[src/rtl/sym_game_pkg.sv]
// Shared definitions for the symbol-counter game: state encoding and default
// phase timings used by the sequencer and the display logic.
package sym_game_pkg;

    typedef enum logic [1:0] {
        ST_IDLE      = 2'd0,
        ST_COUNTDOWN = 2'd1,
        ST_PLAY      = 2'd2,
        ST_RESULT    = 2'd3
    } game_state_e;

    localparam logic [31:0] PRE_TICKS_DEF    = 32'd300000000;
    localparam logic [31:0] PLAY_TICKS_DEF   = 32'd1000000000;
    localparam logic [31:0] RESULT_TICKS_DEF = 32'd200000000;
    localparam logic [31:0] MAX_START_DEF    = 32'd50000000;
    localparam logic [31:0] MAX_STEP_DEF     = 32'd5000000;
    localparam logic [31:0] MAX_MIN_DEF      = 32'd10000000;

endpackage

[src/rtl/sat_counter.sv]
// Up-counter with synchronous clear that sticks at all-ones instead of wrapping.
module sat_counter #(
    parameter int W = 8
) (
    input  logic         clk,
    input  logic         rst_n,
    input  logic         clr,
    input  logic         inc,
    output logic [W-1:0] value
);

    logic [W-1:0] value_q;

    always_ff @(posedge clk or negedge rst_n) begin
        if (!rst_n)                 value_q <= '0;
        else if (clr)               value_q <= '0;
        else if (inc && ~&value_q)  value_q <= value_q + 1'b1;
    end

    assign value = value_q;

endmodule

[src/rtl/sym_game_ctrl.sv]
// Game sequencer: runs countdown/play/result phases, tallies generator specials
// against player presses, and adjusts level and generation period per round.
module sym_game_ctrl
    import sym_game_pkg::*;
#(
    parameter logic [31:0] PRE_TICKS    = PRE_TICKS_DEF,
    parameter logic [31:0] PLAY_TICKS   = PLAY_TICKS_DEF,
    parameter logic [31:0] RESULT_TICKS = RESULT_TICKS_DEF,
    parameter logic [31:0] MAX_START    = MAX_START_DEF,
    parameter logic [31:0] MAX_STEP     = MAX_STEP_DEF,
    parameter logic [31:0] MAX_MIN      = MAX_MIN_DEF,
    parameter int          CNT_W        = 8,
    parameter int          LVL_W        = 4
) (
    input  logic             Clk100M,
    input  logic             Rst_n,
    input  logic             StartBtn,
    input  logic             CountBtn,
    input  logic             generated,
    input  logic             special,
    output logic             genSym,
    output logic [31:0]      symGenMax,
    output logic [1:0]       state,
    output logic [CNT_W-1:0] specialCount,
    output logic [CNT_W-1:0] userCount,
    output logic [LVL_W-1:0] level,
    output logic             win,
    output logic             lose
);

    game_state_e      state_q, state_d;
    logic [31:0]      timer_q, timer_d;
    logic [31:0]      max_q, max_d;
    logic [LVL_W-1:0] level_q, level_d;
    logic             drain_q, drain_d;
    logic             win_q, win_d, lose_q, lose_d;
    logic             gen_q;
    logic             clr_cnt, inc_spec, inc_user, match_now;
    logic [CNT_W-1:0] spec_final;
    logic [32:0]      dec33;
    logic [31:0]      floor_max;

    // The generator's registered outputs lag by one cycle, so the first RESULT
    // cycle still accepts a trailing special.
    assign inc_spec = special & ((state_q == ST_PLAY) | ((state_q == ST_RESULT) & drain_q));
    assign inc_user = CountBtn & (state_q == ST_PLAY);

    sat_counter #(.W(CNT_W)) u_spec_cnt (
        .clk(Clk100M), .rst_n(Rst_n), .clr(clr_cnt), .inc(inc_spec), .value(specialCount)
    );

    sat_counter #(.W(CNT_W)) u_user_cnt (
        .clk(Clk100M), .rst_n(Rst_n), .clr(clr_cnt), .inc(inc_user), .value(userCount)
    );

    // Value the special tally takes at the end of the drain cycle.
    assign spec_final = specialCount + {{(CNT_W-1){1'b0}}, (inc_spec & ~&specialCount)};
    assign match_now  = (spec_final == userCount);

    assign dec33     = {1'b0, max_q} - {1'b0, MAX_STEP};
    assign floor_max = (dec33[32] || (dec33[31:0] < MAX_MIN)) ? MAX_MIN : dec33[31:0];

    always_comb begin
        state_d = state_q;
        timer_d = timer_q;
        drain_d = 1'b0;
        win_d   = win_q;
        lose_d  = lose_q;
        level_d = level_q;
        max_d   = max_q;
        clr_cnt = 1'b0;
        case (state_q)
            ST_IDLE: begin
                if (StartBtn) begin
                    state_d = ST_COUNTDOWN;
                    timer_d = PRE_TICKS - 32'd1;
                    clr_cnt = 1'b1;
                    win_d   = 1'b0;
                    lose_d  = 1'b0;
                end
            end
            ST_COUNTDOWN: begin
                if (timer_q == '0) begin
                    state_d = ST_PLAY;
                    timer_d = PLAY_TICKS - 32'd1;
                end else begin
                    timer_d = timer_q - 32'd1;
                end
            end
            ST_PLAY: begin
                if (timer_q == '0) begin
                    state_d = ST_RESULT;
                    timer_d = RESULT_TICKS - 32'd1;
                    drain_d = 1'b1;
                end else begin
                    timer_d = timer_q - 32'd1;
                end
            end
            ST_RESULT: begin
                if (drain_q) begin
                    win_d  = match_now;
                    lose_d = ~match_now;
                end
                // win_d already reflects the drain verdict if RESULT lasts one cycle.
                if (timer_q == '0) begin
                    state_d = ST_IDLE;
                    if (win_d) begin
                        level_d = (&level_q) ? level_q : level_q + 1'b1;
                        max_d   = floor_max;
                    end else begin
                        level_d = '0;
                        max_d   = MAX_START;
                    end
                end else begin
                    timer_d = timer_q - 32'd1;
                end
            end
            default: state_d = ST_IDLE;
        endcase
    end

    always_ff @(posedge Clk100M or negedge Rst_n) begin
        if (!Rst_n) begin
            state_q <= ST_IDLE;
            timer_q <= '0;
            max_q   <= MAX_START;
            level_q <= '0;
            drain_q <= 1'b0;
            win_q   <= 1'b0;
            lose_q  <= 1'b0;
            gen_q   <= 1'b0;
        end else begin
            state_q <= state_d;
            timer_q <= timer_d;
            max_q   <= max_d;
            level_q <= level_d;
            drain_q <= drain_d;
            win_q   <= win_d;
            lose_q  <= lose_d;
            gen_q   <= (state_d == ST_PLAY);
        end
    end

    assign genSym    = gen_q;
    assign symGenMax = max_q;
    assign state     = state_q;
    assign level     = level_q;
    assign win       = win_q;
    assign lose      = lose_q;

endmodule

[config.mk]
export PLATFORM = sky130hd
export DESIGN_NAME = sym_game_ctrl
export DESIGN_NICKNAME = d
export VERILOG_FILES = /design/src/rtl/sym_game_pkg.sv /design/src/rtl/sat_counter.sv /design/src/rtl/sym_game_ctrl.sv
export SDC_FILE = /design/constraint.sdc
export NUM_CORES = 1
export LEC_CHECK = 0
export ABC_AREA = 1
export BUFFER_PORTS_ARGS = -buffer_cell sky130_fd_sc_hd__buf_2
export CELL_PAD_IN_SITES_DETAIL_PLACEMENT = 1
export CELL_PAD_IN_SITES_GLOBAL_PLACEMENT = 1
export CORE_AREA = 2 2 115 117
export DETAILED_ROUTE_END_ITERATION = 8
export DIE_AREA = 0 0 117 119
export PLACE_DENSITY_LB_ADDON = 0.1
export SLEW_MARGIN = 20
export SYNTH_ARGS = -nofsm -noshare
export SYNTH_HDL_FRONTEND = slang
export SYNTH_SLANG_ARGS = --single-unit
[constraint.sdc]
create_clock -name Clk100M -period 7.45 [get_ports Clk100M]
set_clock_uncertainty 0.1 [all_clocks]
set_input_delay 0.745 -clock Clk100M [delete_from_list [all_inputs] [get_ports Clk100M]]
set_output_delay 0.745 -clock Clk100M [all_outputs]
set_load 0.02 [all_outputs]
---- Word level (Yosys, flattened, before mapping) ----
Index checks and enable logic that the tools add are counted.
word-level totals
  logic and storage cells ................. 78
  output and inout bits ................... 57
  input port bits ......................... 6
  register bits after elaboration ......... 90
cells by class
  muxes and demuxes ....................... 28
  add/subtract/negate cells ............... 6
  $lt $le $gt $ge ......................... 1
  bitwise logic cells ..................... 6
  eq/ne operators ......................... 9
  reductions and logical operators ........ 18
operator list
  kind                                                          number
  2-to-1 mux 32 bit                                             6
  one-hot mux 32 bit (4 select lines)                           1
  subtractor 32 x 23 -> 33 bit, second input constant           1
  zero test 32 bit                                              1
  less-than comparator 32 x 24 -> 1 bit, second input constant  1
  2-to-1 mux 8 bit                                              4
  subtractor 32 x 1 -> 32 bit, second input constant            1
  adder 8 x 1 -> 8 bit, second input constant                   2
  AND reduction 8 bit                                           2
  adder 8 x 1 -> 8 bit                                          1
  equality test 8 bit                                           1
  2-to-1 mux 1 bit                                              8
  2-to-1 mux 2 bit                                              4
  2-to-1 mux 4 bit                                              2
  != test 2 bit, second input constant                          4
  one-hot mux 2 bit (4 select lines)                            1
  equality test 2 bit, second input constant                    3
  AND reduction 2 bit                                           3
  AND reduction 3 bit                                           2
  nonzero test 2 bit                                            3
  adder 4 x 1 -> 4 bit, second input constant                   1
  bitwise AND 1 bit                                             4
  one-hot mux 1 bit (2 select lines)                            2
  AND reduction 4 bit                                           1
  other kinds (7)                                               9

---- Logic depth before layout (Yosys ltp) ----
Gate-level depths: netlist of run 1.
  depth in word-level cells ............... 11
  gate-level depth with buffers ........... 23
  mapped depth without buffers ............ 22

---- Cells and area by module ----
A second synthesis of run 1 with hierarchy kept.
unflattened totals
  cell total of the unflattened synthesis .. 902
  area, all modules ....................... 6,178.4 sq um
by module, submodules not included
  module         instances  cells an instance  seq. area each (sq um)  area each (sq um)
  sym_game_ctrl  1          756                1,716.6                 5,190.0
  sat_counter    2          73                 200.2                   494.2

---- Worst setup path before layout of run 1 ----
OpenSTA, ideal clock, no wires.
  path type ............................... register -> register
  start ................................... register u_spec_cnt.value_q[3] (netlist: u_spec_cnt.value[3])
  end ..................................... register max_q[6] (netlist: symGenMax[6])
  buffers on the path ..................... 1
  period minus slack after synthesis ...... 2,969 ps
  setup slack ............................. 4,481 ps
  setup time .............................. 73 ps
  stages on the path, launching flop included .. 19
  data arrival time ....................... 2,796 ps
  data required time ...................... 7,277 ps
  cells stage by stage .................... dfrtp_1 > nand2_2 > nor2_4 > inv_1 > nor2_1 > nor2_1 > ha_1 > ha_1 > or2_2 > a22oi_1 > nand3_1 > nor2_1 > nand3_1 > nand2_1 > nand2_2 > nor2_2 > buf_6 > nand3_4 > a21oi_2
on the way
  longest elaborated chain between the ends .. 8
RTL lines
  item                      line                  source
  start, declared           sat_counter.sv:12     logic [W-1:0] value_q;
  start signal, assigned    sat_counter.sv:17     else if (inc && ~&value_q) value_q <= value_q + 1'b1;
  AND reduction 8 bit       sym_game_ctrl.sv:57   assign spec_final = specialCount + {{(CNT_W-1){1'b0}}, (inc_spec & ~&specialCount)};
  zero test 1 bit           sym_game_ctrl.sv:57
  bitwise AND 1 bit         sym_game_ctrl.sv:57
  adder 8 x 1 -> 8 bit (*)  sym_game_ctrl.sv:57
  equality test 8 bit (*)   sym_game_ctrl.sv:58   assign match_now = (spec_final == userCount);
  2-to-1 mux 1 bit (*)      sym_game_ctrl.sv:100  if (drain_q) begin
  2-to-1 mux 1 bit (*)      sym_game_ctrl.sv:72   case (state_q)
  2-to-1 mux 32 bit (*)     sym_game_ctrl.sv:107  if (win_d) begin
  end signal, assigned      sym_game_ctrl.sv:135  max_q <= max_d;
  end, declared             sym_game_ctrl.sv:33   logic [31:0] max_q, max_d;
Mark *: on every way between the ends. The rest lies on a longest branch, timed or not. The select of a mux whose other input is x is not followed.
A chain may end at the register's enable or synchronous reset.

---- Worst setup path in the final report of run 1 ----
  start ................................... register u_spec_cnt.value_q[1] (netlist: u_spec_cnt.value[1])
  end ..................................... register max_q[24] (netlist: symGenMax[24])
Same word-level chain as after synthesis.

==> results by group, run 1 <==
Logic synthesis
  • Largest area contributor in the netlist: dfrtp_1
  • Top FF cell, synth: dfrtp_1
  • Cell area after synthesis: 5720 sq um
  • Synth area leaders: dfrtp_1 32%, nand2_1 15%, inv_1 7.9%
  • Register area share after synthesis: 0.370
  • Mapped Cells: 835
  • Count of cell types in the netlist: 46
  • Number of synthesized flops with an enable pin: 0
  • Area fraction of the dominant cell type after synthesis: 0.315
  • Yosys warnings: 0
  • Syn avg cell area: 6.85 sq um
  • Ys async rst share: 1.00
  • Synth Register Bits: 84

Flow run
  • Max cap viols: 0

STA
  • Maximum clock rate: 0.250 GHz
  • Count of final setup violators: 0
  • Tcrit/Tclk final: 0.536
  • Setup TNS Final: 0 ps
  • Max Slew Vio Count: 0
  • Worst slew pin tran: 1030 ps
  • Relative slew margins: 0.311
  • Min Hold Slack: 148 ps
  • Hold Fails Final Rpt: 0
  • Clock period minus worst slack: 3990 ps
  • Unrepaired setup endpoints after global routing: no

Critical path
  • CP endpoint kind: register
  • Critical Path AT: 4170 ps
  • Cell family with most CP delay: simple AND/OR/NAND/NOR gates
  • Crit path max fanout: 20
  • Worst path bufs/invs: 0
  • WS Path Type: register to register
  • CP max stage delay: 800 ps
  • Worst R2R Start: u_spec_cnt.value[1]
  • Worst flop-to-flop path endpoint: symGenMax[24]
  • CP required: 7630 ps
  • FF-to-FF path depth: 16
  • CP startpoint kind: register
  • Crit path cell chain: ha_1, nand4_1, nor2_1, nor2_1, ha_1, ha_1, or2_2, a22oi_1, nand3_1, nor2_1, nand3_1, nand2_1, nand2_2, nor2_2, nand3_4, o21ai_2
  • Slowest CP cell: nor2_2
  • Setup slack, reg-to-reg: 3460 ps

Final layout
  • Final Util: 0.499
  • Layout cells sized above 1: 0.141
  • # diodes: 0
  • Fin nets: 902
  • Layout area overhead: 12.3%

CTS
  • CTS sink cnt: 84
  • Post-CTS Resized: 0
  • TritonCTS clock tree: built
  • CTS H-tree depth: 3
  • CTS Buf Count: 9
  • Postcts setup bufs: 0
  • Worst-case clock buffer depth: 2
  • Hold buffers post-CTS: 0
  • CTS root buf: clkbuf_16
  • Clock latency on the worst-skew pair: 360 ps
  • Clock transition at the registers of the reported paths: 70 ps

Die
  • Die H: 119 um
  • Starting density of the core: 0.444
  • Row count: 42
  • Die W: 117 um
  • Total die area: 13,900 sq um
  • Core ar.: 12,900 sq um
  • I/O Pins: 63

Pwr
  • Sequential share of power: 0.462
  • Clock Power Share: 0.388
  • Comb power frac: 0.150
  • P_int: 0.821 mW
  • Leakage: 3.31 nW
  • Switch Pwr: 0.361 mW
  • Total Power: 1.18 mW
  • Switching Fraction: 0.305
  • Peak supply drop: 0.181 mV
  • Power per cell area: 184 nW/um^2

Worst hold path
  • Hold Path Class: primary input to async pin

Global route
  • Initial antenna violation count: 0
  • GRT overflow: 0
  • First-pass GRT wire length: 29.0 mm
  • Pin count of the biggest net entering global routing: 69
  • Vias in the first global route: 6,066
  • GRT Resource Usage Total: 0.264

Routing
  • Via density: 5.33
  • DR iter-0 viols: 280
  • # DRC: 0
  • Final ANT Viol Nets: 0
  • WL final: 17.2 mm
  • Via count: 5,704
  • Routed len/inst: 16.0 um
  • First-pass detailed-route iteration total: 4

Placement
  • PortBufs: 55
  • Post-DP HPWL: 12.9 mm
  • RD Place Congestion: 0.881

Status
  • Status: completed
## worst max-delay path by stage
stage	start	to	slack (ps)	cells past startpoint
floorplan	u_spec_cnt.value[3]	symGenMax[6]	4480	18
global placement	special	symGenMax[8]	3330	15
global route	u_spec_cnt.value[0]	symGenMax[24]	3030	16
detailed placement	special	symGenMax[8]	3270	15
finish	u_spec_cnt.value[1]	symGenMax[24]	3460	16
CTS	u_spec_cnt.value[1]	symGenMax[24]	3390	16
## layout make-up
| cell class | count | area [sq um] |
|---|---|---|
| Clock buffer | 9 | 225 |
| Sequential cell | 84 | 2120 |
| Timing Repair Buffer | 58 | 300 |
| Fill cell | 1702 | 6460 |
| Multi-Input combinational cell | 613 | 3030 |
| Clock inverter | 7 | 66.3 |
| Tap cell | 176 | 220 |
| Inverter | 123 | 462 |
## synth_stat cells (5+ instances only)
cell type    n
a21oi_1     37
buf_2        8
buf_4        6
dfrtp_1     72
dfstp_2     12
ha_1         7
inv_1      121
nand2_1    224
nand2_2      7
nand3_1     63
nand4_1     19
nor2_1      97
nor2_2       9
nor3_1      13
nor4_1       5
o21ai_0     46
o21ai_1      6
o21ai_2      5
or2_2        7
xnor2_1      5
xor2_1      23
## registers in the layout, indices dropped and copies added (netlist names)
name and cells:
drain_q 1, state 2, timer_q 32, u_user_cnt.value 8, genSym 1, symGenMax 26
u_spec_cnt.value 8, lose 1, level 4, win 1
## metrics by stage
step	setup WS, ps	instance area, sq um	std cells
after floorplan	4480	5740	840
after global placement	3330	6130	1054
after detailed placement	3270	6130	1054
after CTS	3390	6420	1070
after global routing	3030	6420	1070
final	3460	6420	1070
## per-layer routing
| layer | vias up | track usage | wire length (um) |
|---|---|---|---|
| li1 | 2780 | - | - |
| met1 | 2825 | 0.328 | 7640 |
| met2 | 78 | 0.460 | 8690 |
| met3 | 21 | 0.0514 | 528 |
| met4 | 0 | 0.0779 | 301 |
| met5 | - | 0 | 0 |
## layout by cell type, fill, tap and decap left out, drive strengths merged, types with 4 or more instances in the layout
master | netlist | final
dfstp | 12 | 12
a21oi | 38 | 38
or2 | 7 | 7
inv | 123 | 124
nand2 | 231 | 231
dfrtp | 72 | 72
conb | 1 | 6
xnor2 | 5 | 5
o21ai | 57 | 57
xor2 | 23 | 23
clkinv | 0 | 4
clkbuf | 3 | 9
nand3b | 5 | 5
nand3 | 65 | 65
buf | 17 | 58
nor3 | 15 | 15
nor2 | 110 | 110
o22ai | 4 | 4
nand4 | 19 | 19
nor4 | 5 | 5
ha | 7 | 7
## power by group through the flow
stage               clock (mW)  sequential (mW)  combinational (mW)
floorplan                    0            0.550               0.125
global placement             0            0.550               0.168
detailed placement           0            0.553               0.176
CTS                      0.468            0.546               0.179
global route             0.489            0.552               0.204
finish                   0.458            0.546               0.177
## logic make-up (layout without fill, tap and decap cells)
group	after synthesis	in the layout	share of synthesized area
buf+inv	143	197	0.104
fa+ha+maj	7	7	0.0153
xor+xnor	28	28	0.0429
compound gates	113	113	0.111
simple gates	459	459	0.356
flops	84	84	0.370
other cells	1	6	0.000656
(Power assumes the default switching activity.)
==> run 2: changes to the inputs <==
Settings changed: CORE_AREA 2 2 115 117 to 2 2 119 121, DIE_AREA 0 0 117 119 to 0 0 121 123.
Clock period 7.45 ns to 3.8 ns, I/O delays scaled along.
==> results by group, run 2 (synthesis results as in run 1) <==
Routing
  • # DRC: 0 (unchanged)
  • Via count: 5,680 (-0.42%)
  • Final ANT Viol Nets: 0 (unchanged)
  • WL final: 17.8 mm (+3.7%)
  • First-pass detailed-route iteration total: 4 (unchanged)
  • DR iter-0 viols: 309 (+10%)
  • Via density: 5.25 (-1.5%)
  • Routed len/inst: 16.4 um (+2.5%)

STA
  • Setup TNS Final: 0 ps (unchanged)
  • Tcrit/Tclk final: 0.928 (+0.392)
  • Hold Fails Final Rpt: 0 (unchanged)
  • Max Slew Vio Count: 0 (unchanged)
  • Count of final setup violators: 0 (unchanged)
  • Min Hold Slack: 278 ps (+130 ps)
  • Relative slew margins: 0.559 (+0.248)
  • Worst slew pin tran: 662 ps (-370 ps)
  • Slack of the critical path: 273 ps (-3180 ps)
  • Maximum clock rate: 0.284 GHz (+13%)
  • Unrepaired setup endpoints after global routing: no
  • Clock period minus worst slack: 3530 ps (-467 ps)

Pwr
  • Comb power frac: 0.145 (-0.005)
  • Total Power: 2.42 mW (+110%)
  • Leakage: 3.37 nW (+1.7%)
  • Sequential share of power: 0.442 (-0.020)
  • Switching Fraction: 0.292 (-0.0138)
  • Clock Power Share: 0.413 (+0.025)
  • Peak supply drop: 0.201 mV (+11%)
  • Switch Pwr: 0.707 mW (+96%)
  • Power per cell area: 370 nW/um^2 (+100%)
  • P_int: 1.72 mW (+110%)

CTS
  • Clock transition at the registers of the reported paths: 70 ps (about the same)
  • Clock latency on the worst-skew pair: 350 ps (about the same)
  • CTS H-tree depth: 3 (unchanged)
  • CTS Buf Count: 9 (unchanged)
  • Postcts setup bufs: 0 (unchanged)
  • CTS root buf: clkbuf_16
  • Worst-case clock buffer depth: 2 (unchanged)
  • CTS sink cnt: 84 (unchanged)
  • TritonCTS clock tree: built

Placement
  • Place WS: 291 ps (-2980 ps)
  • PortBufs: 55 (unchanged)
  • Post-DP HPWL: 13.5 mm (+4.3%)
  • RD Place Congestion: 0.880 (about the same)

Critical path
  • Crit path max fanout: 14 (-30%)
  • Slowest CP cell: dfrtp_1
  • CP required: 3960 ps (-3670 ps)
  • Crit path cell chain: ha_1, nand4_1, nor2_1, nor2_1, ha_1, ha_1, or2_2, a22oi_1, nand3_1, nor2_1, nand3_1, nand2_1, nand2_2, nor2_2, buf_12, nand4_1, o21ai_0
  • WS Path Type: register to register
  • CP endpoint kind: register
  • Critical Path AT: 3690 ps (-480 ps)
  • Worst path bufs/invs: 1 (+1)
  • Cell family with most CP delay: simple AND/OR/NAND/NOR gates
  • CP startpoint kind: register
  • CP max stage delay: 420 ps (-380 ps)

Final layout
  • Layout cells sized above 1: 0.147 (+0.00651)
  • Commonest non-fill, non-tap cell in the layout: nand2_1
  • Commonest non-fill, non-tap cells in the layout: 224 x nand2_1, 121 x inv_1, 97 x nor2_1
  • Most flops, register: timer_q
  • Max FFs per register: 32 (unchanged)
  • Layout area overhead: 14.4%
  • Final Util: 0.481 (-0.0178)
  • Fin nets: 910 (+0.89%)
  • # diodes: 0 (unchanged)

Global route
  • GRT Resource Usage Total: 0.253 (-0.0109)
  • Initial antenna violation count: 0 (unchanged)
  • GRT overflow: 0 (unchanged)
  • Pin count of the biggest net entering global routing: 48 (-30%)
  • First-pass GRT wire length: 29.8 mm (+2.7%)
  • Vias in the first global route: 6,058 (-0.13%)

Die
  • Starting density of the core: 0.420 (-0.0240)
  • Row count: 43 (+2.4%)
  • Die H: 123 um (+3.4%)
  • Die W: 121 um (+3.4%)
  • Total die area: 14,900 sq um (+6.9%)
  • Core ar.: 13,600 sq um (+5.7%)
  • I/O Pins: 63 (unchanged)

Status
  • Status: completed

Worst hold path
  • Hold Path Class: primary input to register

Flow run
  • Max cap viols: 0 (unchanged)
run 2: final timing paths:
kind | from | end | slack (ps) | cells after the start
setup / recovery | u_spec_cnt.value[0] | symGenMax[28] | 270 | 17
min in group asynchronous | Rst_n | symGenMax[11] | 500 | 2
hold / removal | StartBtn | state[0] | 280 | 3
max in group asynchronous | Rst_n | timer_q[23] | 2320 | 3
hold reg to reg | timer_q[30] | timer_q[30] | 360 | 1
setup reg to reg | u_spec_cnt.value[0] | symGenMax[28] | 270 | 17
run 2: worst reg2reg max path, cell delays in order, from the launching register on:
cell and delay, ps:
dfrtp_1 420, ha_1 230, nand4_1 90, nor2_1 40, nor2_1 280, ha_1 240, ha_1 240, or2_2 270
a22oi_1 170, nand3_1 100, nor2_1 90, nand3_1 110, nand2_1 140, nand2_2 120, nor2_2 360, buf_12 200
nand4_1 110, o21ai_0 130
run 2: through the flow:
stage | instances | area (sq um)
global route | 1082 | 6540
finish | 1082 | 6540
global placement | 1065 | 6200
CTS | 1082 | 6540
floorplan | 840 | 5740
detailed placement | 1065 | 6200
run 2: power groups by stage:
stage | registers, mW | logic, mW | clock network, mW
2_1_floorplan | 1.08 | 0.244 | 0
3_3_place_gp | 1.08 | 0.333 | 0
3_5_place_dp | 1.08 | 0.352 | 0
4_1_cts | 1.07 | 0.356 | 1.02
5_1_grt | 1.08 | 0.403 | 1.06
6_report | 1.07 | 0.351 | 1.00
run 2: layout make-up:
class	instances	area [sq um]
Fill cell	1826	7070
Multi-Input combinational cell	613	3030
Sequential cell	84	2120
Inverter	123	462
Timing Repair Buffer	66	375
Clock buffer	11	253
Tap cell	180	225
Clock inverter	5	83.8
run 2: per-layer routing:
metal  vias to the layer above  GRT usage  part of all wire
li1                       2783          -                 -
met1                      2791      0.310              0.45
met2                        83      0.462              0.51
met3                        23     0.0429             0.030
met4                         0     0.0647             0.014
met5                         -          0                 0
run 2: repair_timing:
action	in CTS	in global routing
setup endpoints to repair	0	0
hold buffers	1	0
endpoints found under the hold margin	33	0
gates resized for setup	0	0
==> run 3: changes to the inputs <==
Settings changed: CORE_AREA 2 2 119 121 to 2 2 125 127, DIE_AREA 0 0 121 123 to 0 0 127 129.
Clock period 3.8 ns to 3.2 ns, I/O delays scaled along.
==> results by group, run 3 (synthesis results as in run 1) <==
Final layout
  • Commonest non-fill, non-tap cells in the layout: 223 x nand2_1, 121 x inv_1, 96 x nor2_1
  • Most flops, register: timer_q
  • Area occupied by multi-input gates: 3050 sq um (+0.74%)
  • Layout area overhead: 16.0%
  • Max FFs per register: 32 (unchanged)
  • # diodes: 0 (unchanged)
  • FF/Latch Area: 2120 sq um (unchanged)
  • Fin nets: 922 (+1.3%)
  • Final Util: 0.443 (-0.0377)
  • Commonest non-fill, non-tap cell in the layout: nand2_1
  • Layout cells sized above 1: 0.159 (+0.0112)
  • FILL cells: 1,960 (+7.3%)

Critical path
  • CP endpoint kind: register
  • Setup slack, reg-to-reg: 150 ps (-120 ps)
  • Crit path cell chain: nand2_2, nor2_4, inv_1, nor2_1, nor2_2, ha_2, ha_1, or2_2, a22oi_2, nand3_1, nor2_1, nand3_1, nand2_2, nand2_2, buf_4, or2_2, o21ai_0
  • WS Path Type: register to register
  • CP max stage delay: 380 ps (-40 ps)
  • Critical Path AT: 3210 ps (-480 ps)
  • CP required: 3360 ps (-600 ps)
  • CP startpoint kind: register
  • Most used cell, CP: nand2_2
  • Slowest CP cell: dfrtp_1
  • Crit path max fanout: 5 (-9)

Die
  • Row count: 45 (+4.7%)
  • Starting density of the core: 0.382 (-0.0383)
  • Die W: 127 um (+5.0%)
  • Die H: 129 um (+4.9%)
  • I/O Pins: 63 (unchanged)
  • Core ar.: 15,000 sq um (+10%)
  • Total die area: 16,400 sq um (+10%)

Global route
  • First-pass GRT wire length: 29.7 mm (about the same)
  • Initial antenna violation count: 0 (unchanged)
  • GRT Resource Usage Total: 0.230 (-0.0232)
  • Pin count of the biggest net entering global routing: 47 (-2.1%)
  • Vias in the first global route: 6,008 (-0.83%)
  • GRT overflow: 0 (unchanged)

STA
  • Hold Fails Final Rpt: 0 (unchanged)
  • Relative slew margins: 0.624 (+0.0654)
  • Tcrit/Tclk final: 0.952 (+0.0236)
  • Worst slew pin tran: 559 ps (-102 ps)
  • Clock period minus worst slack: 3050 ps (-481 ps)
  • Maximum clock rate: 0.328 GHz (+16%)
  • Max Slew Vio Count: 0 (unchanged)
  • Count of final setup violators: 0 (unchanged)
  • Setup TNS Final: 0 ps (unchanged)
  • Min Hold Slack: 211 ps (-66.5 ps)

Routing
  • WL final: 18.0 mm (+1.0%)
  • Via count: 5,696 (+0.28%)
  • Routed length on met3: 391 um (-27%)
  • Routed len/inst: 16.3 um (-0.83%)
  • First-pass detailed-route iteration total: 4 (unchanged)
  • DR iter-0 viols: 282 (-8.7%)
  • Top Metal Used: met4
  • Met2 wire len: 9.25 mm (+2.4%)
  • # DRC: 0 (unchanged)
  • Metal-1 WL: 8.14 mm (+2.1%)
  • Via density: 5.17 (-1.5%)
  • Final ANT Viol Nets: 0 (unchanged)

Pwr
  • Peak supply drop: 0.213 mV (+5.6%)
  • Power per cell area: 418 nW/um^2 (+13%)
  • Leakage: 3.41 nW (+1.3%)
  • Total Power: 2.77 mW (+14%)

Status
  • Status: completed

CTS
  • Worst-case clock buffer depth: 2 (unchanged)
  • Clock transition at the registers of the reported paths: 70 ps (about the same)
  • CTS H-tree depth: 3 (unchanged)
  • CTS sink cnt: 84 (unchanged)
  • CTS root buf: clkbuf_16
  • TritonCTS clock tree: built
  • CTS Buf Count: 9 (unchanged)
  • Clock latency on the worst-skew pair: 350 ps (about the same)

Flow run
  • Max cap viols: 0 (unchanged)

Placement
  • PortBufs: 55 (unchanged)
  • Post-DP HPWL: 13.6 mm (+0.84%)
  • RD Place Congestion: 0.897 (+2.0%)

Worst hold path
  • Hold Path Class: primary input to register
[run 3: repair_timing]
item / CTS / global route
resized for setup: 0 / 7
hold buffers: 1 / 0
setup buffers: 0 / 1
endpoints found under the setup margin: 0 / 25
hold endpoints to repair: 28 / 0
[run 3: layer usage]
layer  up-vias  GRT usage
met3        15     0.0345
met2        67      0.425
met1      2803      0.283
li1       2811          -
met5         -          0
met4         0     0.0556
[run 3: per-stage QoR]
step | worst slack, ps | area (sq um) | instances
CTS | 6.16 | 6600 | 1101
global placement | 142 | 6300 | 1084
global route | -20.5 | 6640 | 1102
floorplan | 231 | 5740 | 840
detailed placement | 55.8 | 6300 | 1084
finish | 154 | 6640 | 1102
[run 3: path summary, 6_finish.rpt]
kind,from,endpoint,cells after the start
worst min register to register,timer_q[30],timer_q[30],1
worst min-delay path,StartBtn,state[0],3
max in group asynchronous,Rst_n,symGenMax[7],3
worst max register to register,u_spec_cnt.value[3],level[3],17
worst max-delay path,u_spec_cnt.value[3],level[3],17
min in group asynchronous,Rst_n,symGenMax[16],2
[run 3: cell type report]
type	instances	area share
Timing Repair Buffer	78	0.0726
Tap cell	188	0.0355
Multi-Input combinational cell	613	0.460
Clock inverter	2	0.00528
Clock buffer	14	0.0383
Sequential cell	84	0.319
Inverter	123	0.0696
[run 3: worst max-delay path, delay by kind of cell, from the launching register on]
kind                       cells  cell delay [ps]
AOI/OAI and AO/OA              2              350
adders and majority gates      2              470
buffers and inverters          2              220
DFF                            1              380
and+or+nand+nor               11             1440
[run 3: report_power, final]
part	switching (mW)	total, mW	internal [mW]
sequential	0.105	1.27	1.16
clock	0.449	1.08	0.628
combinational	0.270	0.430	0.159
total	0.824	2.77	1.95
